===== src/rtl/periph_req_bridge.sv =====
// Registered request stage between a core peripheral port and the peripheral demux.
// Caps in-flight transactions and answers unmapped addresses locally with an error response.
// Optional watchdog: define PERIPH_REQ_BRIDGE_TIMEOUT_EN.
module periph_req_bridge #(
   parameter int unsigned ADDR_WIDTH             = 32,
   parameter int unsigned DATA_WIDTH             = 32,
   parameter int unsigned BE_WIDTH               = DATA_WIDTH/8,
   parameter logic        DEM_PER_BEFORE_TCDM_TS = 1'b0,
   parameter int unsigned MAX_OUTSTANDING        = 2,
   parameter int unsigned TIMEOUT_CYCLES         = 256
) (
   input  logic                  clk,
   input  logic                  rst_ni,
   input  logic                  core_req_i,
   input  logic [ADDR_WIDTH-1:0] core_add_i,
   input  logic                  core_wen_i,
   input  logic [DATA_WIDTH-1:0] core_wdata_i,
   input  logic [BE_WIDTH-1:0]   core_be_i,
   output logic                  core_gnt_o,
   output logic                  core_r_valid_o,
   output logic [DATA_WIDTH-1:0] core_r_rdata_o,
   output logic                  core_r_opc_o,
   output logic                  per_req_o,
   output logic [ADDR_WIDTH-1:0] per_add_o,
   output logic                  per_wen_o,
   output logic [DATA_WIDTH-1:0] per_wdata_o,
   output logic [BE_WIDTH-1:0]   per_be_o,
   input  logic                  per_gnt_i,
   input  logic                  per_r_valid_i,
   input  logic [DATA_WIDTH-1:0] per_r_rdata_i,
   input  logic                  per_r_opc_i,
   output logic                  timeout_o
);

   localparam int unsigned CNT_W = 4;
   localparam int unsigned IFL_W = CNT_W + 1;

   logic                  stage_valid;
   logic [ADDR_WIDTH-1:0] add_q;
   logic                  wen_q;
   logic [DATA_WIDTH-1:0] wdata_q;
   logic [BE_WIDTH-1:0]   be_q;
   logic [CNT_W-1:0]      out_cnt;
   logic                  err_pend;

   logic                  mapped_c;
   logic [IFL_W-1:0]      in_flight_c;
   logic                  acc_map_c;
   logic                  acc_err_c;
   logic                  cnt_inc_c;
   logic                  unused_c;

   // Address decode; must agree with the downstream demux map
   always_comb begin
      mapped_c = 1'b0;
      if (DEM_PER_BEFORE_TCDM_TS) begin
         mapped_c = (core_add_i[13:10] == 4'hF) || (core_add_i[13:10] == 4'hE);
      end else begin
         mapped_c = (core_add_i[19:14] == 6'b000001) &&
                    ((core_add_i[13:10] == 4'h0) || (core_add_i[13:10] == 4'h1));
      end
   end

   assign unused_c = ^core_add_i;

   assign in_flight_c = IFL_W'(out_cnt) + IFL_W'(stage_valid);
   assign acc_map_c   = core_req_i & mapped_c & (~stage_valid | per_gnt_i) &
                        (in_flight_c < IFL_W'(MAX_OUTSTANDING));
   // Local error only when idle, so it can never overtake or collide with a demux response
   assign acc_err_c   = core_req_i & ~mapped_c & (in_flight_c == '0) & ~err_pend;
   assign cnt_inc_c   = stage_valid & per_gnt_i;

   assign core_gnt_o  = acc_map_c | acc_err_c;
   assign per_req_o   = stage_valid;
   assign per_add_o   = add_q;
   assign per_wen_o   = wen_q;
   assign per_wdata_o = wdata_q;
   assign per_be_o    = be_q;

   assign core_r_valid_o = err_pend ? 1'b1 : per_r_valid_i;
   assign core_r_opc_o   = err_pend ? 1'b1 : per_r_opc_i;
   assign core_r_rdata_o = err_pend ? '0   : per_r_rdata_i;

   // Request stage, in-flight counter and pending local error
   always_ff @(posedge clk or negedge rst_ni) begin
      if (!rst_ni) begin
         stage_valid <= 1'b0;
         add_q       <= '0;
         wen_q       <= 1'b0;
         wdata_q     <= '0;
         be_q        <= '0;
         out_cnt     <= '0;
         err_pend    <= 1'b0;
      end else begin
         if (acc_map_c) begin
            stage_valid <= 1'b1;
            add_q       <= core_add_i;
            wen_q       <= core_wen_i;
            wdata_q     <= core_wdata_i;
            be_q        <= core_be_i;
         end else if (stage_valid && per_gnt_i) begin
            stage_valid <= 1'b0;
         end
         err_pend <= acc_err_c;
         if (cnt_inc_c && !per_r_valid_i) begin
            out_cnt <= out_cnt + CNT_W'(1);
         end else if (!cnt_inc_c && per_r_valid_i && (out_cnt != '0)) begin
            out_cnt <= out_cnt - CNT_W'(1);
         end
      end
   end

`ifdef PERIPH_REQ_BRIDGE_TIMEOUT_EN
   logic [15:0] wd_cnt;
   logic        timeout_q;

   // Watchdog on responses; observes only, never alters transaction state
   always_ff @(posedge clk or negedge rst_ni) begin
      if (!rst_ni) begin
         wd_cnt    <= '0;
         timeout_q <= 1'b0;
      end else begin
         timeout_q <= 1'b0;
         if ((out_cnt == '0) || per_r_valid_i) begin
            wd_cnt <= '0;
         end else if (wd_cnt == 16'(TIMEOUT_CYCLES - 1)) begin
            wd_cnt    <= '0;
            timeout_q <= 1'b1;
         end else begin
            wd_cnt <= wd_cnt + 16'd1;
         end
      end
   end

   assign timeout_o = timeout_q;
`else
   logic unused_to_c;
   assign unused_to_c = |TIMEOUT_CYCLES;
   assign timeout_o   = 1'b0;
`endif

endmodule


===== config.mk =====
export PLATFORM = sky130hd
export DESIGN_NAME = periph_req_bridge
export DESIGN_NICKNAME = d
export VERILOG_FILES = /design/src/rtl/periph_req_bridge.sv
export SDC_FILE = /design/constraint.sdc
export NUM_CORES = 1
export LEC_CHECK = 0
export BUFFER_PORTS_ARGS = -buffer_cell sky130_fd_sc_hd__buf_2
export CAP_MARGIN = 5
export CORE_MARGIN = 2
export CORE_UTILIZATION = 40
export DETAILED_ROUTE_END_ITERATION = 8
export PLACE_DENSITY_LB_ADDON = 0.05
export SLEW_MARGIN = 20
export SYNTH_ARGS = -nofsm -noshare
export SYNTH_HDL_FRONTEND = slang
export SYNTH_SLANG_ARGS = --single-unit

===== constraint.sdc =====
create_clock -name clk -period 2.69 [get_ports clk]
set_input_delay 0.538 -clock clk [delete_from_list [all_inputs] [get_ports clk]]
set_output_delay 0.538 -clock clk [all_outputs]
set_load 0.1 [all_outputs]

==> flow_metrics.py, run 1 <==
metrics = {
    "status": {
        "outcome": "completed",
    },
    "layout": {
        "final_design_area_no_fill_mm2": 0.004765,
        "final_cells": 543,
        "share_of_post_route_cells_with_drive_strength_above_1": 0.6804,
        "num_antenna_cells": 0,
        "area.growth.synth_to_final_pct": 39.13,
        "layout_nets": 550,
    },
    "detailed_routing": {
        "drt-vias-per-instance": 4.599,
        "first_iter_violations": 61,
        "drt-wirelength-per-cell_um": 14.25,
        "antenna_left": 0,
        "route.vias.total": 2497,
        "drt_first_pass_iters": 4,
        "post-route-drc-count": 0,
        "routed_wirelength_mm": 7.738,
    },
    "floorplanning": {
        "start_util": 0.4147,
        "die_area_mm2": 0.009317,
        "dieHeight_um": 96.53,
        "row_count": 33,
        "die_w_um": 96.53,
        "top_level_ports": 213,
        "design.core.area_mm2": 0.008258,
    },
    "timing": {
        "final_min_period_over_clock_period": 0.9563,
        "worst_slack_ns": 0.1177,
        "final.min_clock_period_ns": 2.572,
        "rsz_0062_raised_after_global_routing": "no",
        "worst_slew_margin_rel": 0.4460,
        "timing.final.setup_violations": 0,
        "timing.clock.skew_ns": 0.008056,
        "maxSlewViolCount": 0,
        "fmax_mhz": 388.8,
        "totalNegativeSetupSlack_ns": 0,
        "tightest_slew_ns": 0.8310,
        "finalHoldViolCount": 0,
    },
    "critical_path": {
        "worst_setup_path_start_kind": "register",
        "regToRegSetupSlack_ns": 0.47,
        "worstSetupEndpoint": "core_gnt_o",
        "path_class": "register to primary output",
        "timing.critical_path.required_ns": 2.15,
        "crit_path_max_fanout": 5,
        "cp-end-kind": "primary output",
        "rr_worst_depth": 7,
        "reg2reg_to": "per_wdata_o[9]",
        "worstSetupStartpoint": "out_cnt[0]",
        "worst-endpoint-arrival_ns": 2.03,
        "r2r_startpoint": "out_cnt[0]",
    },
    "global_route": {
        "busiest_grt_layer": "met2",
        "pin_count_of_the_biggest_net_entering_global_routing": 71,
        "met2_usage": 0.2731,
        "gr-usage-all-layers": 0.1607,
        "wire_length_of_the_first_global_routing_pass_mm": 11.16,
        "first_global_vias": 2341,
        "globalRouteMet3Util": 0.04577,
        "global_route.usage.met1": 0.1919,
        "antenna_found_initial": 0,
        "globalRouteOverflowTotal": 0,
    },
    "placed_design": {
        "dpl.cell_count": 532,
        "buffer_ports.inserted": 211,
        "dp.final_hpwl_mm": 5.778,
        "placed_cell_area_mm2": 0.004621,
        "gp_congestion": 0.7364,
        "place_worst_setup_slack_ns": 0.4636,
    },
    "logic_synthesis": {
        "synth_area_leader_cell": "sky130_fd_sc_hd__dfrtp_1",
        "synthesis.area_per_instance_um2": 15.22,
        "synth_top_cell_area_share": 0.5480,
        "ys_ff_latch": 75,
        "synth_warnings": 0,
        "yosysSeqAreaShare": 0.5480,
        "syn_area_mm2": 0.003425,
        "post_synth_inst_count": 225,
        "synth.distinct_cells": 30,
        "synth_fp_nets": 337,
        "yosys-top-cells-area": "sky130_fd_sc_hd__dfrtp_1, sky130_fd_sc_hd__mux2_4, sky130_fd_sc_hd__nor2b_1",
    },
    "clock_network": {
        "clk_path_buf_depth": 2,
        "clk_pin_slew_ns": 0.07,
        "tritoncts": "done",
        "cts_root_buf": "sky130_fd_sc_hd__clkbuf_8",
        "clock-sinks": 75,
        "cts-htree-levels": 3,
        "post_cts_hold_buffer_count": 0,
        "numCtsBuffers": 9,
        "worst_skew_pair.late_latency_ns": 0.33,
    },
    "run": {
        "drv_cap": 0,
    },
    "worst_hold_path": {
        "hold_class": "input pin to async pin",
    },
    "pwr": {
        "leakagePower_nw": 2.906,
        "power.ir.vdd_worst_uv": 255.6,
        "post-layout-total-power_mw": 3.113,
        "power_density_mw_per_mm2": 653.3,
    },
}
## per-stage QoR
step	hold slack [ns]	utilization
2_1_floorplan	0.2424	-
3_3_place_gp	0.4445	0.5595
3_5_place_dp	0.4470	0.5595
4_1_cts	0.3320	0.5768
5_1_grt	0.3704	0.5770
6_report	0.3044	0.5770
## registers in the layout, indices dropped and copies added, names as in the netlist
name	count
per_wdata_o	32
per_add_o	32
out_cnt	4
err_pend	1
per_be_o	4
per_wen_o	1
per_req_o	1
## synthesized netlist by cell type
cell	n
sky130_fd_sc_hd__a21boi_0	1
sky130_fd_sc_hd__mux2i_1	1
sky130_fd_sc_hd__o21ai_0	1
sky130_fd_sc_hd__a21oi_1	1
sky130_fd_sc_hd__mux2_4	59
sky130_fd_sc_hd__mux2_2	2
sky130_fd_sc_hd__conb_1	1
sky130_fd_sc_hd__xnor2_1	2
sky130_fd_sc_hd__clkbuf_1	4
sky130_fd_sc_hd__o41ai_1	1
sky130_fd_sc_hd__nor4_1	2
sky130_fd_sc_hd__nand2_1	2
sky130_fd_sc_hd__nor2b_1	32
sky130_fd_sc_hd__dfrtp_1	75
sky130_fd_sc_hd__xor2_1	1
sky130_fd_sc_hd__nand3_4	1
sky130_fd_sc_hd__and2_1	9
sky130_fd_sc_hd__buf_6	6
sky130_fd_sc_hd__a21o_1	2
sky130_fd_sc_hd__and2b_1	1
sky130_fd_sc_hd__nor3_4	1
sky130_fd_sc_hd__fa_1	1
sky130_fd_sc_hd__buf_4	1
sky130_fd_sc_hd__or2_2	3
sky130_fd_sc_hd__and4_2	1
sky130_fd_sc_hd__or4_1	1
sky130_fd_sc_hd__ha_1	4
sky130_fd_sc_hd__nor2_1	4
sky130_fd_sc_hd__nand3_1	2
sky130_fd_sc_hd__nand2b_1	3
## kinds of logic (layout without fill, tap and decap cells)
family	Yosys count	after routing	share of synthesized area
XOR/XNOR	3	3	0.007674
AND/OR/NAND/NOR	62	62	0.1162
other	1	1	0.001095
multiplexers	62	62	0.2682
buffers and inverters	11	224	0.02630
AO/OA/AOI/OAI	6	6	0.01205
flip-flops	75	75	0.5480
adder cells (fa/ha/maj)	5	5	0.02046
## area by class of cell
class	count	area [µm²]
Timing Repair Buffer	213	1101
Clock inverter	1	5.005
Tap cell	105	131.4
Fill cell	717	3493
Clock buffer	10	137.6
Multi-Input combinational cell	139	1508
Sequential cell	75	1882
## critical path, stage by stage (launching register included)
cell and delay (ns):
sky130_fd_sc_hd__dfrtp_1 0.49, sky130_fd_sc_hd__ha_4 0.20, sky130_fd_sc_hd__ha_4 0.12, sky130_fd_sc_hd__a21boi_2 0.14, sky130_fd_sc_hd__a21o_1 0.18, sky130_fd_sc_hd__nand2_2 0.09
sky130_fd_sc_hd__o41ai_4 0.26, sky130_fd_sc_hd__buf_12 0.22
## timing repair
| item | in CTS | in global routing |
|---|---|---|
| resized for setup | 0 | 1 |
| endpoints found under the setup margin | 0 | 1 |
| setup buffers | 0 | 0 |
## where the power goes
group | switching [mW] | total, mW | internal (mW)
Combinational | 0.868 | 1.16 | 0.288
Sequential | 0.0895 | 1.27 | 1.18
Clock | 0.355 | 0.688 | 0.333
## cells in the final DEF (no fill, tap or decap), drive strengths merged, types with 2 or more instances in the layout
cell / n
and2: 9
a21o: 2
nand3: 3
mux2: 61
or2: 3
clkbuf: 10
nor4: 2
nand2: 2
ha: 4
nor2b: 32
nand2b: 3
buf: 213
dfrtp: 75
nor2: 4
xnor2: 2
## routing by layer
| layer | part of all wire | vias up |
|---|---|---|
| met5 | 0 | - |
| met4 | 0.019 | 0 |
| met3 | 0.091 | 15 |
| met2 | 0.50 | 127 |
| met1 | 0.39 | 1178 |
| li1 | - | 1177 |
## how the worst min path moves through the flow
stage,start,to,slack [ns]
after global routing,rst_ni,per_wdata_o[22],0.37
final,rst_ni,per_wdata_o[20],0.30
after floorplan,rst_ni,err_pend,0.24
after global placement,per_add_o[14],per_add_o[14],0.44
after detailed placement,per_add_o[14],per_add_o[14],0.45
after CTS,rst_ni,per_wdata_o[22],0.33
No activity file was read; power rests on OpenSTA's default activity.
==> inputs of run 2 (changes only) <==
--- a/config.mk
+++ b/config.mk
@@ -6,11 +6,10 @@
 export NUM_CORES = 1
 export LEC_CHECK = 0
 export BUFFER_PORTS_ARGS = -buffer_cell sky130_fd_sc_hd__buf_2
-export CAP_MARGIN = 5
 export CORE_MARGIN = 2
 export CORE_UTILIZATION = 40
 export DETAILED_ROUTE_END_ITERATION = 8
-export PLACE_DENSITY_LB_ADDON = 0.05
+export PLACE_DENSITY = 0.73
 export SLEW_MARGIN = 20
 export SYNTH_ARGS = -nofsm -noshare
 export SYNTH_HDL_FRONTEND = slang
==> run 2 against run 1 <==
- final area up 1.0%
- combinational power about the same
- sequential power about the same
- clock-buffer cell count up 1
- sequential share of layout area down 0.37 points
- maximum frequency up 0.32%
- total power up 3.7%
- hold slack worse by 0.19 ns
- critical path type unchanged
- highest routed layer unchanged
==> flow_metrics.py, run 2 (synthesis results as in run 1) <==
metrics = {
    "detailed_routing": {
        "routed_wirelength_mm": 8.356,
        "drt-wirelength-per-cell_um": 15.25,
        "post-route-drc-count": 0,
        "route.vias.total": 2507,
        "first_iter_violations": 34,
        "antenna_left": 0,
        "drt_first_pass_iters": 4,
        "drt-vias-per-instance": 4.575,
    },
    "timing": {
        "hold-worst-slack_ns": 0.1109,
        "timing.clock.skew_ns": 0.01626,
        "rsz_0062_raised_after_global_routing": "no",
        "totalNegativeSetupSlack_ns": 0,
        "final_min_period_over_clock_period": 0.9532,
        "worst_slack_ns": 0.1258,
        "tightest_slew_ns": 0.5671,
        "final.min_clock_period_ns": 2.564,
        "fmax_mhz": 390.0,
        "maxSlewViolCount": 0,
        "finalHoldViolCount": 0,
        "timing.final.setup_violations": 0,
        "worst_slew_margin_rel": 0.6219,
    },
    "pwr": {
        "leakagePower_nw": 2.916,
        "p_int_mw": 1.833,
        "power_frac_clock": 0.242,
        "total_switching_power_mw": 1.395,
        "p_sw_frac": 0.4321,
        "logic_gate_share_of_total_power": 0.365,
        "power.sequential.fraction": 0.394,
        "power_density_mw_per_mm2": 670.8,
        "power.ir.vdd_worst_uv": 320.9,
    },
    "layout": {
        "num_antenna_cells": 0,
        "final_cells": 548,
        "share_of_post_route_cells_with_drive_strength_above_1": 0.6840,
        "most_frequent_standard_cell_in_the_layout_excluding_fill_and_tap_cells": "sky130_fd_sc_hd__buf_2",
        "area.growth.synth_to_final_pct": 40.56,
        "layout_nets": 550,
        "layout.cells.most_common_list": "sky130_fd_sc_hd__buf_2, sky130_fd_sc_hd__dfrtp_1, sky130_fd_sc_hd__mux2_4, sky130_fd_sc_hd__nor2b_1, sky130_fd_sc_hd__clkbuf_8",
        "final_design_area_no_fill_mm2": 0.004813,
    },
    "global_route": {
        "gr-usage-all-layers": 0.1774,
        "globalRouteOverflowTotal": 0,
        "antenna_found_initial": 0,
        "first_global_vias": 2540,
        "pin_count_of_the_biggest_net_entering_global_routing": 71,
        "wire_length_of_the_first_global_routing_pass_mm": 12.18,
    },
    "placed_design": {
        "place_worst_setup_slack_ns": 0.4343,
        "placed_cell_area_mm2": 0.004633,
        "dpl.cell_count": 532,
        "dp.final_hpwl_mm": 6.334,
        "gp_congestion": 0.7149,
        "buffer_ports.inserted": 211,
    },
    "critical_path": {
        "timing.critical_path.cells": "ha_4 > ha_4 > nor2_1 > a21o_1 > nand2_2 > o41ai_4 > buf_12",
        "worst-endpoint-arrival_ns": 2.03,
        "most_repeated_library_cell_on_the_critical_path": "sky130_fd_sc_hd__ha_4",
        "cp-end-kind": "primary output",
        "worstSetupStartpoint": "per_req_o",
        "timing.critical_path.slowest_stage_cell": "sky130_fd_sc_hd__dfrtp_4",
        "r2r_startpoint": "per_req_o",
        "worst_setup_path_start_kind": "register",
        "timing.critical_path.required_ns": 2.15,
        "crit_path_max_fanout": 4,
        "timing.critical_path.slowest_cell_delay_ns": 0.51,
        "path_class": "register to primary output",
    },
    "floorplanning": {
        "die_w_um": 96.53,
        "die_area_mm2": 0.009317,
        "dieHeight_um": 96.53,
        "row_count": 33,
        "top_level_ports": 213,
        "start_util": 0.4147,
        "design.core.area_mm2": 0.008258,
    },
    "clock_network": {
        "clk_path_buf_depth": 2,
        "cts_root_buf": "sky130_fd_sc_hd__clkbuf_8",
        "clk_pin_slew_ns": 0.08,
        "clock-sinks": 75,
        "numCtsBuffers": 9,
        "worst_skew_pair.late_latency_ns": 0.34,
        "tritoncts": "done",
        "cts-htree-levels": 3,
        "buffers_inserted_during_post_cts_setup_optimization": 0,
    },
    "worst_hold_path": {
        "hold_class": "input pin to async pin",
    },
    "run": {
        "drv_cap": 0,
    },
    "status": {
        "outcome": "completed",
    },
}
[run 2: cell types whose count changed in the layout (fill, tap and decap cells not counted), sizes merged]
| cell | change |
|---|---|
| clkbuf | +1 |
| clkinvlp | +3 |
| inv | +1 |
[run 2: per-layer routing]
layer / routed length (µm) / global-route usage / vias to the layer above
met5: 0 / 0 / -
met4: 97 / 0.05047 / 0
met3: 793 / 0.06517 / 7
met2: 4295 / 0.3212 / 133
met1: 3170 / 0.1947 / 1182
li1: - / - / 1185
[run 2: what timing repair did]
item	in CTS	in global routing
gates resized for setup	0	2
hold buffers	0	0
endpoints found under the setup margin	0	3
[run 2: area by class of cell]
| class | count | area (µm²) |
|---|---|---|
| clock inverters | 5 | 36.28 |
| multi-input cells | 139 | 1508 |
| fillers | 664 | 3445 |
| well taps | 105 | 131.4 |
| repair buffers | 213 | 1114 |
| flip-flops and latches | 75 | 1883 |
| clock buffers | 11 | 141.4 |
[run 2: power groups by stage]
stage	Clock (mW)	Sequential, mW	Combinational [mW]
after floorplan	0	1.39	0.825
after global placement	0	1.29	1.17
after detailed placement	0	1.29	1.18
after CTS	0.809	1.27	1.19
after global routing	0.870	1.29	1.24
final	0.780	1.27	1.18
[run 2: stage by stage]
stage | utilization | power (mW)
after global placement | 0.5611 | 2.453
after floorplan | - | 2.212
after detailed placement | 0.5611 | 2.471
after global routing | 0.5829 | 3.396
after CTS | 0.5826 | 3.263
final | 0.5829 | 3.229
[run 2: worst paths after layout]
check                                        to  slack (ns)  cells past startpoint
worst max-delay path                 core_gnt_o        0.13                      7
worst min-delay path                per_be_o[3]        0.11                      1
worst max register to register   per_wdata_o[9]        0.45                      7
worst min register to register    per_add_o[14]        0.48                      1
max in group asynchronous          per_add_o[1]        2.00                      2
min in group clk                per_wdata_o[28]        0.43                      2
[run 2: worst max-delay path, delay by kind of cell, from the launching register on]
| family | cells | cell delay [ns] |
|---|---|---|
| flops | 1 | 0.51 |
| compound gates | 2 | 0.44 |
| fa+ha+maj | 2 | 0.33 |
| buf+inv | 1 | 0.22 |
| simple gates | 2 | 0.18 |
==> inputs of run 3 (changes only) <==
==> constraint.sdc (replaced) <==
create_clock -name clk -period 2.8 [get_ports clk]
set_input_delay 0.56 -clock clk [delete_from_list [all_inputs] [get_ports clk]]
set_output_delay 0.56 -clock clk [all_outputs]
set_load 0.1 [all_outputs]
==> run 3 against run 2 <==
- hold slack better by 0.019 ns
- highest routed layer unchanged
- flip-flop and latch count stayed put
- combinational power hardly changed
- critical path type unchanged
- critical endpoint unchanged
- clock-buffer cell count stayed put
==> flow_metrics.py, run 3 (synthesis results as in run 1) <==
metrics = {
    "clock_network": {
        "clk_path_buf_depth": 2,
        "post_cts.resized_instances": 0,
        "post_cts_hold_buffer_count": 0,
        "numCtsBuffers": 9,
        "tritoncts": "done",
        "cts_root_buf": "sky130_fd_sc_hd__clkbuf_8",
        "cts-htree-levels": 3,
        "clk_pin_slew_ns": 0.08,
        "worst_skew_pair.late_latency_ns": 0.33,
        "buffers_inserted_during_post_cts_setup_optimization": 0,
        "clock-sinks": 75,
    },
    "layout": {
        "num-fill-cells": 705,
        "finalCoreUtilization": 0.5826,
        "num_antenna_cells": 0,
        "share_of_post_route_cells_with_drive_strength_above_1": 0.6779,
        "layout_nets": 551,
        "most_frequent_standard_cell_in_the_layout_excluding_fill_and_tap_cells": "sky130_fd_sc_hd__buf_2",
        "layout.cells.most_common_list": "sky130_fd_sc_hd__buf_2, sky130_fd_sc_hd__dfrtp_1, sky130_fd_sc_hd__mux2_4, sky130_fd_sc_hd__nor2b_1",
        "area.growth.synth_to_final_pct": 40.48,
    },
    "worst_hold_path": {
        "hold_class": "input pin to async pin",
    },
    "placed_design": {
        "place_worst_setup_slack_ns": 0.5213,
        "gp_congestion": 0.7004,
        "buffer_ports.inserted": 211,
        "dp.final_hpwl_mm": 6.605,
    },
    "pwr": {
        "power_frac_clock": 0.236,
        "power_density_mw_per_mm2": 638.3,
        "leakagePower_nw": 2.914,
        "p_sw_frac": 0.4337,
        "post-layout-total-power_mw": 3.071,
        "p_int_mw": 1.739,
        "logic_gate_share_of_total_power": 0.374,
        "total_switching_power_mw": 1.332,
        "power.sequential.fraction": 0.390,
        "power.ir.vdd_worst_uv": 292.4,
    },
    "timing": {
        "rsz_0062_raised_after_global_routing": "no",
        "final.min_clock_period_ns": 2.627,
        "maxSlewViolCount": 0,
        "worst_slew_margin_rel": 0.6573,
        "worst_slack_ns": 0.1733,
        "tightest_slew_ns": 0.5141,
        "timing.clock.skew_ns": 0.01153,
        "finalHoldViolCount": 0,
        "fmax_mhz": 380.7,
        "timing.final.setup_violations": 0,
        "final_min_period_over_clock_period": 0.9381,
    },
    "floorplanning": {
        "start_util": 0.4147,
        "design.core.area_mm2": 0.008258,
        "top_level_ports": 213,
        "die_w_um": 96.53,
        "row_count": 33,
        "dieHeight_um": 96.53,
        "die_area_mm2": 0.009317,
    },
    "global_route": {
        "pin_count_of_the_biggest_net_entering_global_routing": 71,
        "wire_length_of_the_first_global_routing_pass_mm": 12.43,
        "first_global_vias": 2566,
        "antenna_found_initial": 0,
        "gr-usage-all-layers": 0.1799,
        "globalRouteOverflowTotal": 0,
    },
    "critical_path": {
        "timing.critical_path.required_ns": 2.24,
        "timing.critical_path.slowest_stage_cell": "sky130_fd_sc_hd__dfrtp_1",
        "regToRegSetupSlack_ns": 0.55,
        "timing.critical_path.slowest_cell_delay_ns": 0.49,
        "most_repeated_library_cell_on_the_critical_path": "sky130_fd_sc_hd__ha_4",
        "path_buf_inv": 1,
        "r2r_startpoint": "per_req_o",
        "worst_setup_path_start_kind": "register",
        "timing.critical_path.cells": "ha_4 > ha_4 > a21boi_2 > a21o_1 > nand2_2 > o41ai_4 > buf_12",
        "crit_path_max_fanout": 5,
        "rr_worst_depth": 7,
        "reg2reg_to": "per_wdata_o[9]",
        "path_class": "register to primary output",
        "worst-endpoint-arrival_ns": 2.07,
        "cp-end-kind": "primary output",
        "critical-path-top-delay-family": "compound AO/OA/AOI/OAI gates",
    },
    "detailed_routing": {
        "drt_first_pass_iters": 4,
        "drt-wirelength-per-cell_um": 15.71,
        "drt-vias-per-instance": 4.581,
        "post-route-drc-count": 0,
        "route.vias.total": 2515,
        "antenna_left": 0,
        "first_iter_violations": 64,
        "routed_wirelength_mm": 8.624,
    },
    "run": {
        "drv_cap": 0,
    },
    "status": {
        "outcome": "completed",
    },
}
==> run 3: layout make-up <==
class                           instances  area, µm²  share of cell area
Clock buffer                           11      131.4             0.02731
Clock inverter                          5      38.79            0.008062
Multi-Input combinational cell        139       1508              0.3134
Sequential cell                        75       1881              0.3909
Tap cell                              105      131.4             0.02731
Timing Repair Buffer                  214       1121              0.2330
==> run 3: power by group through the flow <==
stage	combinational (mW)	sequential, mW	clock (mW)
after floorplan	0.793	1.33	0
after global placement	1.14	1.22	0
after detailed placement	1.16	1.22	0
after CTS	1.16	1.20	0.761
after global routing	1.22	1.21	0.802
final	1.15	1.20	0.723
==> run 3: routing by layer <==
layer	up-vias	wire (µm)	GRT usage
met5	-	0	0
met4	0	57	0.04225
met3	4	817	0.05896
met2	137	4634	0.3385
met1	1193	3113	0.1945
li1	1181	-	-
==> run 3: worst reg2reg max path: stages, from the launching register on <==
cell and delay, ns:
sky130_fd_sc_hd__dfrtp_4 0.51, sky130_fd_sc_hd__ha_4 0.19, sky130_fd_sc_hd__ha_4 0.15, sky130_fd_sc_hd__a21boi_2 0.14, sky130_fd_sc_hd__a21o_1 0.21, sky130_fd_sc_hd__nand3_4 0.10
sky130_fd_sc_hd__buf_12 0.36, sky130_fd_sc_hd__mux2_2 0.48
==> run 3: through the flow <==
stage / TNS [ns] / hold WS (ns) / cells / cell area, µm²
3_5_place_dp: 0 / 0.4477 / 533 / 4641
4_1_cts: 0 / 0.1185 / 549 / 4811
5_1_grt: 0 / 0.1218 / 549 / 4811
6_report: 0 / 0.1298 / 549 / 4811
2_1_floorplan: -0.1365 / 0.2644 / 225 / 3478
3_3_place_gp: 0 / 0.4484 / 533 / 4641
==> run 3: worst max-delay path by stage <==
stage / from / to / slack [ns] / depth (start not counted)
floorplan: per_req_o / core_gnt_o / -0.14 / 6
global placement: core_add_i[16] / core_gnt_o / 0.56 / 6
detailed placement: out_cnt[0] / core_gnt_o / 0.52 / 7
CTS: out_cnt[0] / core_gnt_o / 0.12 / 7
global route: out_cnt[0] / core_gnt_o / 0.05 / 7
finish: out_cnt[0] / core_gnt_o / 0.17 / 7
